==> config.mk <==
export PLATFORM = sky130hd
export DESIGN_NAME = p405s_dcu_st_steer_q
export DESIGN_NICKNAME = d
export VERILOG_FILES = /design/src/rtl/p405s_dcu_st_steer_q.sv
export SDC_FILE = /design/constraint.sdc
export NUM_CORES = 1
export LEC_CHECK = 0
export ABC_AREA = 1
export CORE_AREA = 2 2 165 167
export CTS_CLUSTER_SIZE = 28
export DETAILED_ROUTE_END_ITERATION = 12
export DIE_AREA = 0 0 167 169
export MAX_ROUTING_LAYER = met4
export PLACE_DENSITY_LB_ADDON = 0.15
export SKIP_CTS_REPAIR_TIMING = 1
export SYNTH_ARGS = -nofsm -noshare
export SYNTH_HDL_FRONTEND = slang
export SYNTH_SLANG_ARGS = --single-unit
==> constraint.sdc <==
create_clock -name CB -period 5.9 [get_ports CB]
set_input_delay 1.18 -clock CB [delete_from_list [all_inputs] [get_ports CB]]
set_output_delay 1.18 -clock CB [all_outputs]
set_load 0.05 [all_outputs]
==> src/rtl/p405s_dcu_st_steer_q.sv <==
// Store queue with byte-lane steering: rotates/reverses stored bytes onto lanes, splitting
// stores that cross the beat boundary. Define DCU_STEER_PARITY_EN to keep per-byte parity.
module p405s_dcu_st_steer_q #(
   parameter int LANES = 4,
   parameter int DEPTH = 4
) (
   input  logic                     CB,
   input  logic                     RST_N,
   input  logic                     in_valid,
   output logic                     in_ready,
   input  logic [8*LANES-1:0]       in_data,
   input  logic [LANES-1:0]         in_par,
   input  logic [$clog2(LANES)-1:0] in_addr,
   input  logic [$clog2(LANES):0]   in_cnt,
   input  logic                     in_rev,
   output logic                     out_valid,
   input  logic                     out_ready,
   output logic [8*LANES-1:0]       out_data,
   output logic [LANES-1:0]         out_par,
   output logic [LANES-1:0]         out_be,
   output logic                     out_last,
   output logic                     err_pulse,
   output logic [$clog2(DEPTH):0]   occupancy
);
   localparam int DW = 8*LANES;
   localparam int AW = $clog2(LANES);
   localparam int CW = AW + 1;
   localparam int PW = $clog2(DEPTH);
   localparam int OW = PW + 1;

   typedef enum logic [1:0] {IDLE = 2'd0, BEAT0 = 2'd1, BEAT1 = 2'd2} state_t;

   typedef struct packed {
      logic [DW-1:0]    data;
      logic [LANES-1:0] par;
      logic [LANES-1:0] be;
      logic             last;
   } beat_t;

   // Lane l of beat b holds sequence byte k = l + b*LANES - addr; reversal maps k to cnt-1-k.
   function automatic beat_t steerBeat(input logic [DW-1:0] d, input logic [LANES-1:0] p,
                                       input logic [AW-1:0] a, input logic [CW-1:0] c,
                                       input logic r, input logic b);
      beat_t o;
      int    pos;
      int    k;
      int    src;
      logic  hit;
      o = '0;
      for (int l = 0; l < LANES; l++) begin
         pos = l + (b ? LANES : 0);
         k   = pos - int'(a);
         hit = (pos >= int'(a)) && (k < int'(c)) && (int'(c) <= LANES);
         src = hit ? (r ? int'(c) - 1 - k : k) : 0;
         o.data[8*(LANES-1-l) +: 8] = hit ? d[8*(LANES-1-src) +: 8] : 8'h00;
         o.par[LANES-1-l]           = hit ? p[LANES-1-src] : 1'b0;
         o.be[LANES-1-l]            = hit;
      end
      o.last = b | ((int'(a) + int'(c)) <= LANES);
      return o;
   endfunction

   logic [DW-1:0]    qData_r [DEPTH];
   logic [AW-1:0]    qAddr_r [DEPTH];
   logic [CW-1:0]    qCnt_r  [DEPTH];
   logic             qRev_r  [DEPTH];
   logic [PW-1:0]    wrPtr_r, rdPtr_r, rdPtrNext_s, candIdx_s;
   logic [OW-1:0]    occ_r, occNext_s;
   logic             inReady_r;
   state_t           state_r;
   logic             outValid_r, errPulse_r;
   beat_t            outBeat_r, beat0_s, beat1_s, newBeat_s;
   logic             push_s, outFree_s, consume_s, candInQ_s, candAvail_s;
   logic             candLegal_s, loadNew_s, dropErr_s, candRev_s;
   logic [DW-1:0]    candData_s;
   logic [AW-1:0]    candAddr_s;
   logic [CW-1:0]    candCnt_s;
   logic [LANES-1:0] candPar_s, headPar_s;

`ifdef DCU_STEER_PARITY_EN
   logic [LANES-1:0] qPar_r [DEPTH];

   // Parity storage, written alongside the rest of the entry
   always_ff @(posedge CB) begin
      if (push_s) begin
         qPar_r[wrPtr_r] <= in_par;
      end
   end
   assign candPar_s = candInQ_s ? qPar_r[candIdx_s] : in_par;
   assign headPar_s = qPar_r[rdPtr_r];
`else
   logic unusedPar_s;
   assign unusedPar_s = ^in_par;
   assign candPar_s   = {LANES{1'b0}};
   assign headPar_s   = {LANES{1'b0}};
`endif

   // Pick the entry that becomes head once the output stage frees; an empty queue takes the push directly
   always_comb begin
      push_s      = in_valid & inReady_r;
      outFree_s   = ~outValid_r | (out_ready & outBeat_r.last);
      consume_s   = outValid_r & out_ready & outBeat_r.last;
      candIdx_s   = rdPtr_r + PW'(outValid_r);
      candInQ_s   = occ_r > OW'(outValid_r);
      candAvail_s = outFree_s & (candInQ_s | push_s);
      if (candInQ_s) begin
         candData_s = qData_r[candIdx_s];
         candAddr_s = qAddr_r[candIdx_s];
         candCnt_s  = qCnt_r[candIdx_s];
         candRev_s  = qRev_r[candIdx_s];
      end else begin
         candData_s = in_data;
         candAddr_s = in_addr;
         candCnt_s  = in_cnt;
         candRev_s  = in_rev;
      end
      candLegal_s = (candCnt_s != {CW{1'b0}}) && (candCnt_s <= CW'(LANES));
      loadNew_s   = candAvail_s & candLegal_s;
      dropErr_s   = candAvail_s & ~candLegal_s;
      occNext_s   = occ_r + OW'(push_s) - OW'(consume_s) - OW'(dropErr_s);
      rdPtrNext_s = rdPtr_r + PW'(consume_s) + PW'(dropErr_s);
      beat0_s     = steerBeat(candData_s, candPar_s, candAddr_s, candCnt_s, candRev_s, 1'b0);
      beat1_s     = steerBeat(qData_r[rdPtr_r], headPar_s, qAddr_r[rdPtr_r], qCnt_r[rdPtr_r],
                              qRev_r[rdPtr_r], 1'b1);
      newBeat_s   = loadNew_s ? beat0_s : '0;
   end

   // Queue entry storage
   always_ff @(posedge CB) begin
      if (push_s) begin
         qData_r[wrPtr_r] <= in_data;
         qAddr_r[wrPtr_r] <= in_addr;
         qCnt_r[wrPtr_r]  <= in_cnt;
         qRev_r[wrPtr_r]  <= in_rev;
      end
   end

   // Pointers, occupancy and registered ready (a freed slot is visible one cycle later)
   always_ff @(posedge CB) begin
      if (!RST_N) begin
         wrPtr_r   <= {PW{1'b0}};
         rdPtr_r   <= {PW{1'b0}};
         occ_r     <= {OW{1'b0}};
         inReady_r <= 1'b0;
      end else begin
         wrPtr_r   <= wrPtr_r + PW'(push_s);
         rdPtr_r   <= rdPtrNext_s;
         occ_r     <= occNext_s;
         inReady_r <= (occNext_s < OW'(DEPTH));
      end
   end

   // Output beat FSM; the head entry stays queued until its last beat is taken
   always_ff @(posedge CB) begin
      if (!RST_N) begin
         state_r    <= IDLE;
         outValid_r <= 1'b0;
         outBeat_r  <= '0;
         errPulse_r <= 1'b0;
      end else begin
         errPulse_r <= dropErr_s;
         case (state_r)
            IDLE: begin
               outValid_r <= loadNew_s;
               outBeat_r  <= newBeat_s;
               state_r    <= loadNew_s ? BEAT0 : IDLE;
            end
            BEAT0: begin
               if (out_ready && !outBeat_r.last) begin
                  outBeat_r <= beat1_s;
                  state_r   <= BEAT1;
               end else if (out_ready) begin
                  outValid_r <= loadNew_s;
                  outBeat_r  <= newBeat_s;
                  state_r    <= loadNew_s ? BEAT0 : IDLE;
               end else begin
                  state_r <= BEAT0;
               end
            end
            BEAT1: begin
               if (out_ready) begin
                  outValid_r <= loadNew_s;
                  outBeat_r  <= newBeat_s;
                  state_r    <= loadNew_s ? BEAT0 : IDLE;
               end else begin
                  state_r <= BEAT1;
               end
            end
            default: begin
               outValid_r <= 1'b0;
               outBeat_r  <= '0;
               state_r    <= IDLE;
            end
         endcase
      end
   end

   assign in_ready  = inReady_r;
   assign out_valid = outValid_r;
   assign out_data  = outBeat_r.data;
   assign out_par   = outBeat_r.par;
   assign out_be    = outBeat_r.be;
   assign out_last  = outBeat_r.last;
   assign err_pulse = errPulse_r;
   assign occupancy = occ_r;

endmodule
==> qor.csv, run 1 <==
stage;metric;value;unit
finish;syn_to_final_growth;12.1;%
yosys;synth.ff_latch_count;205;
global_routing;grt_max_degree;82;
finish;multi_input_area;7520;sq um
critical_path;reg2reg_depth;21;
critical_path;worstReg2RegStart;out_valid$_SDFFE_PN0P_;
clock_tree;cts_tree;yes;
yosys;synth_nets;2029;
finish;final_common_cell;nand2_1;
timing;slew_headroom;24.5;%
placed_design;port_buffers;88;
timing;setup_viol;0;
global_routing;grtUsageTotal;32.8;%
timing;setup-tns-final;0;ps
finish;seqCellArea;5630;sq um
route;antenna_left;0;
route;drc;0;
critical_path;cp.required;6380;ps
min_path;whs_path_depth;2;
yosys;synth_ff_type;edfxtp_1;
global_routing;antenna_found_initial;0;
clock_tree;clkTransAtPathRegs;60;ps
finish;layout.nets;2066;
die;die_y;169;um
die;io_pins;93;
timing;rsz0062_at_grt;no;
clock_tree;cts_buffer_depth;3;
route;drt-initial-drc-count;1276;
yosys;synth_edf_count;152;
clock_tree;cts_sinks;205;
yosys;synth_cells;1926;
yosys;avgSynthCellArea;7.47;sq um
route;finalWirelength;45400;um
critical_path;crit_fanout;28;
timing;fmax;206;MHz
timing;final-hold-violation-count;0;
yosys;yosysWarnings;0;
route;routedWlPerCell;19.6;um
status;outcome;finished clean;
route;vias_per_cell;5.90;
clock_tree;clk_latency;530;ps
finish;diodes;0;
job;drv_cap;0;
yosys;netlist_area;14400;sq um
yosys;synth_seq_area_share;39.1;%
critical_path;start_kind;flop;
finish;drive_gt1_share;7.08;%
timing;final.period_utilization;82.3;%
critical_path;crit_path_end_kind;flop;
placed_design;dp_hpwl;33200;um
min_path;hold_path.class;reg2reg;
critical_path;crit_arrival;5340;ps
route;route.vias.total;13700;
min_path;worstHoldStart;out_par[3]$_SDFF_PN0_;
clock_tree;cts_buffers;23;
critical_path;critPathKind;reg2reg;
timing;tightest_slew;1130;ps
die;start_util;54.3;%
critical_path;r2r-end;out_data[10]$_SDFF_PN0_;
yosys;async_flop_share;0;%
timing;clock_skew;13.3;ps
die;core_area;26500;sq um
die;die_w;167;um
clock_tree;htreeDepth;1;
finish;n_fill_cell;2427;
critical_path;r2r_slack;1040;ps
global_routing;gr-total-overflow;0;
timing;final.min_clock_period;4860;ps
finish;layout_common_cells;478 x nand2_1, 198 x nor2_1, 186 x inv_1;
yosys;synth_cell_type_count;53;
timing;final_max_slew_viol_count;0;
clock_tree;cts-root-buf;clkbuf_16;
global_routing;grt_pass1_wl;70500;um
die;dieArea;28200;sq um
route;drtPass1Iterations;6;
min_path;whs_endpoint;out_par[3]$_SDFF_PN0_;
global_routing;grt_pass1_vias;12700;
die;row_count;60;
placed_design;place_congestion;0.983;
## per-stage QoR
stage | hold slack [ps] | utilization (%) | setup WS (ps) | std cells | area (sq um)
final | 440 | 60.9 | 1040 | 2318 | 16100
after global routing | 467 | 60.9 | 635 | 2318 | 16100
after CTS | 442 | 60.9 | 1190 | 2318 | 16100
after detailed placement | 432 | 58.3 | 762 | 2279 | 15400
after global placement | 430 | 58.3 | 771 | 2279 | 15400
after floorplan | 520 | - | 1500 | 1926 | 14400
## worst max-delay path by stage
stage                                 startpoint                 endpoint  slack (ps)  cells after the start
after floorplan                         in_valid  qAddr_r[0][0]$_DFFE_PP_        1500                      2
after global placement                in_addr[1]  out_data[11]$_SDFF_PN0_         770                     17
after detailed placement              in_addr[1]  out_data[11]$_SDFF_PN0_         760                     17
after CTS                 out_valid$_SDFFE_PN0P_  out_data[11]$_SDFF_PN0_        1190                     22
after global routing      out_valid$_SDFFE_PN0P_  out_data[11]$_SDFF_PN0_         630                     22
final                     out_valid$_SDFFE_PN0P_  out_data[10]$_SDFF_PN0_        1040                     21
## routing by layer
layer	track usage [%]	vias to the layer above	part of all wire [%]
met1	44.3	6423	44
li1	-	6631	-
met4	9.30	0	3.1
met5	-	-	0
met3	4.84	67	7.9
met2	51.8	557	45
## kinds of logic (layout without fill, tap and decap cells)
kind of cell	after synthesis	in the layout	synth area share [%]
buffers and inverters	310	361	8.85
XOR/XNOR	17	17	1.03
flip-flops	205	205	39.1
adder cells (fa/ha/maj)	57	57	5.53
AND/OR/NAND/NOR	874	874	25.7
AO/OA/AOI/OAI	463	463	19.9
## cell type report
cell class	count	area share, %
clock inverter	8	0.473
tap	341	2.64
clock buffer	31	3.84
timing repair buffer	116	6.76
multi-input combinational	1411	46.6
sequential	205	34.9
inverter	206	4.81
## registers in the layout (all words and copies together) (netlist names)
| name | count |
|---|---|
| out_data | 32 |
| out_par | 4 |
| in_ready | 1 |
| state_r | 2 |
| qData_r | 128 |
| out_valid | 1 |
| out_be | 4 |
| qCnt_r | 12 |
| out_last | 1 |
| occupancy | 3 |
| err_pulse | 1 |
| qAddr_r | 8 |
| wrPtr_r | 2 |
| rdPtr_r | 2 |
| qRev_r | 4 |
## critical path, stage by stage (launching register included)
cell and delay [ps]:
dfxtp_1 550, ha_2 470, inv_4 330, nand2_1 90, nand2_1 70, nand2_1 50, o21ai_1 130, nand2_1 90
o21ai_0 330, ha_1 470, inv_1 130, fa_1 420, inv_1 70, o21ai_1 70, nor2_2 410, inv_2 170
a21oi_1 150, o21ai_0 110, nand2_1 140, nand3_1 150, o21ai_0 230, o21a_1 130
## synth_stat cells, types with 15 or more instances
master | n | share of area [%]
o21a_1 | 22 | 1.1
buf_2 | 38 | 1.3
o211ai_1 | 75 | 3.9
edfxtp_1 | 152 | 32
a32oi_1 | 18 | 1.1
or2_2 | 29 | 1.3
dfxtp_1 | 53 | 7.4
nand3_1 | 93 | 3.2
nand4_1 | 45 | 2.0
a21oi_1 | 127 | 4.4
nand2_1 | 478 | 12
inv_2 | 15 | 0.39
ha_1 | 46 | 4.0
clkbuf_1 | 47 | 1.2
inv_1 | 186 | 4.9
nor2_1 | 198 | 5.2
o21ai_0 | 133 | 4.6
o21ai_1 | 21 | 0.73
Power of run 1 is not shown: default switching activity piles up to over one toggle a cycle in this logic, so the estimate is an artifact.
==> inputs of run 2 (changes only) <==
- clock period: 5.9 -> 4.75 ns (I/O delays scaled with it)
==> qor.csv, run 2 (synthesis gave the netlist of run 1 again) <==
stage;metric;value;unit;change
status;outcome;finished clean;;
global_routing;grt_max_degree;70;;-15%
global_routing;antenna_found_initial;0;;unchanged
clock_tree;cts_buffers;24;;+4.3%
route;drtPass1Iterations;6;;unchanged
clock_tree;htreeDepth;1;;unchanged
route;vias_per_cell;5.93;;+0.51%
global_routing;grtUsageTotal;33.5;%;+0.74 points
critical_path;critPathKind;reg2reg;;
die;core_area;26500;sq um;unchanged
finish;max_flop_register;qData_r;;
job;drv_cap;0;;unchanged
timing;clock_skew;14.8;ps;+1.48 ps
placed_design;placed_cells;2303;;+1.1%
die;row_count;60;;unchanged
timing;final-hold-violation-count;0;;unchanged
finish;final_common_cell;nand2_1;;
finish;diodes;0;;unchanged
critical_path;crit_fanout;22;;-21%
finish;layout.nets;2091;;+1.2%
clock_tree;cts_sinks;205;;unchanged
timing;final.period_utilization;90.8;%;+8.5 points
clock_tree;clk_latency;550;ps;+20 ps
die;dieArea;28200;sq um;unchanged
placed_design;dp_hpwl;34200;um;+2.8%
route;drt-initial-drc-count;1505;;+18%
die;die_w;167;um;unchanged
timing;final_max_slew_viol_count;0;;unchanged
route;route.vias.total;13900;;+1.8%
timing;rsz0062_at_grt;no;;
timing;fmax;232;MHz;+13%
placed_design;placed_area;15600;sq um;+1.2%
die;die_y;169;um;unchanged
route;drc;0;;unchanged
critical_path;crit_arrival;4730;ps;-610 ps
clock_tree;cts-root-buf;clkbuf_16;;
global_routing;grt_pass1_wl;72500;um;+2.9%
timing;slew_headroom;36.9;%;+12 points
finish;syn_to_final_growth;14.1;%;
placed_design;port_buffers;88;;unchanged
min_path;hold_path.class;reg2reg;;
finish;layout_common_cells;478 x nand2_1, 198 x nor2_1, 186 x inv_1;;
timing;tightest_slew;936;ps;-196 ps
finish;fin_area;16400;sq um;+1.7%
finish;largest_reg_flops;128;;unchanged
route;antenna_left;0;;unchanged
critical_path;cp.required;5170;ps;-1210 ps
placed_design;place_congestion;1.06;;+8.1%
die;io_pins;93;;unchanged
finish;drive_gt1_share;8.42;%;+1.3 points
critical_path;crit_path_end_kind;flop;;
timing;setup-tns-final;0;ps;unchanged
global_routing;gr-total-overflow;0;;unchanged
critical_path;start_kind;flop;;
timing;setup_viol;0;;unchanged
die;start_util;54.3;%;unchanged
clock_tree;clkTransAtPathRegs;60;ps;about the same
timing;final.min_clock_period;4310;ps;-543 ps
clock_tree;cts_buffer_depth;3;;unchanged
finish;final_cells;2347;;+1.3%
route;finalWirelength;46600;um;+2.6%
clock_tree;cts_tree;yes;;
route;routedWlPerCell;19.8;um;+1.3%
global_routing;grt_pass1_vias;12900;;+1.5%
[run 2: layer usage]
layer	vias to the layer above	global-route usage (%)	part of all wire (%)	wire length, um
li1	6675	-	-	-
met1	6490	45.4	43	20100
met2	661	53.1	46	21200
met3	94	4.44	8.3	3870
met4	0	9.97	3.1	1420
met5	-	-	0	0
[run 2: cell type report]
class                           instances  area (sq um)
Timing Repair Buffer                  140          1270
Inverter                              206           776
Clock inverter                         14           174
Clock buffer                           30           623
Multi-Input combinational cell       1411          7520
Fill cell                            2348         10100
Tap cell                              341           427
Sequential cell                       205          5630
[run 2: worst paths after layout]
check                                             from                 endpoint  slack (ps)  depth (start not counted)
worst max-delay path            out_valid$_SDFFE_PN0P_  out_data[29]$_SDFF_PN0_         440                         24
worst min-delay path             out_par[2]$_SDFF_PN0_    out_par[2]$_SDFF_PN0_         440                          2
worst max register to register  out_valid$_SDFFE_PN0P_  out_data[29]$_SDFF_PN0_         440                         24
worst min register to register   out_par[2]$_SDFF_PN0_    out_par[2]$_SDFF_PN0_         440                          2
[run 2: metrics by stage]
step           util, %  hold WS, ps  setup WS (ps)
6_report          62.0          440            437
3_5_place_dp      59.0          434            260
2_1_floorplan        -          520            416
5_1_grt           62.0          465           43.2
3_3_place_gp      59.0          431            315
4_1_cts           62.0          443            484
[run 2: critical path, cell delays in order (launching register included)]
cell	delay, ps
dfxtp_1	500
ha_2	400
buf_4	250
nand2_1	90
nand2_1	50
nand2_1	60
nand2_1	60
a21oi_2	250
inv_1	150
nand2_1	80
nand2_1	190
inv_1	240
fa_1	440
nand2_1	70
o21ai_0	140
nor2_4	300
inv_2	160
nand2_1	100
nand2_1	160
nand4_1	160
nand3_1	90
nand2_1	80
inv_1	40
nor2_1	80
nor2_1	40
Power of run 2 is left out for the same reason.
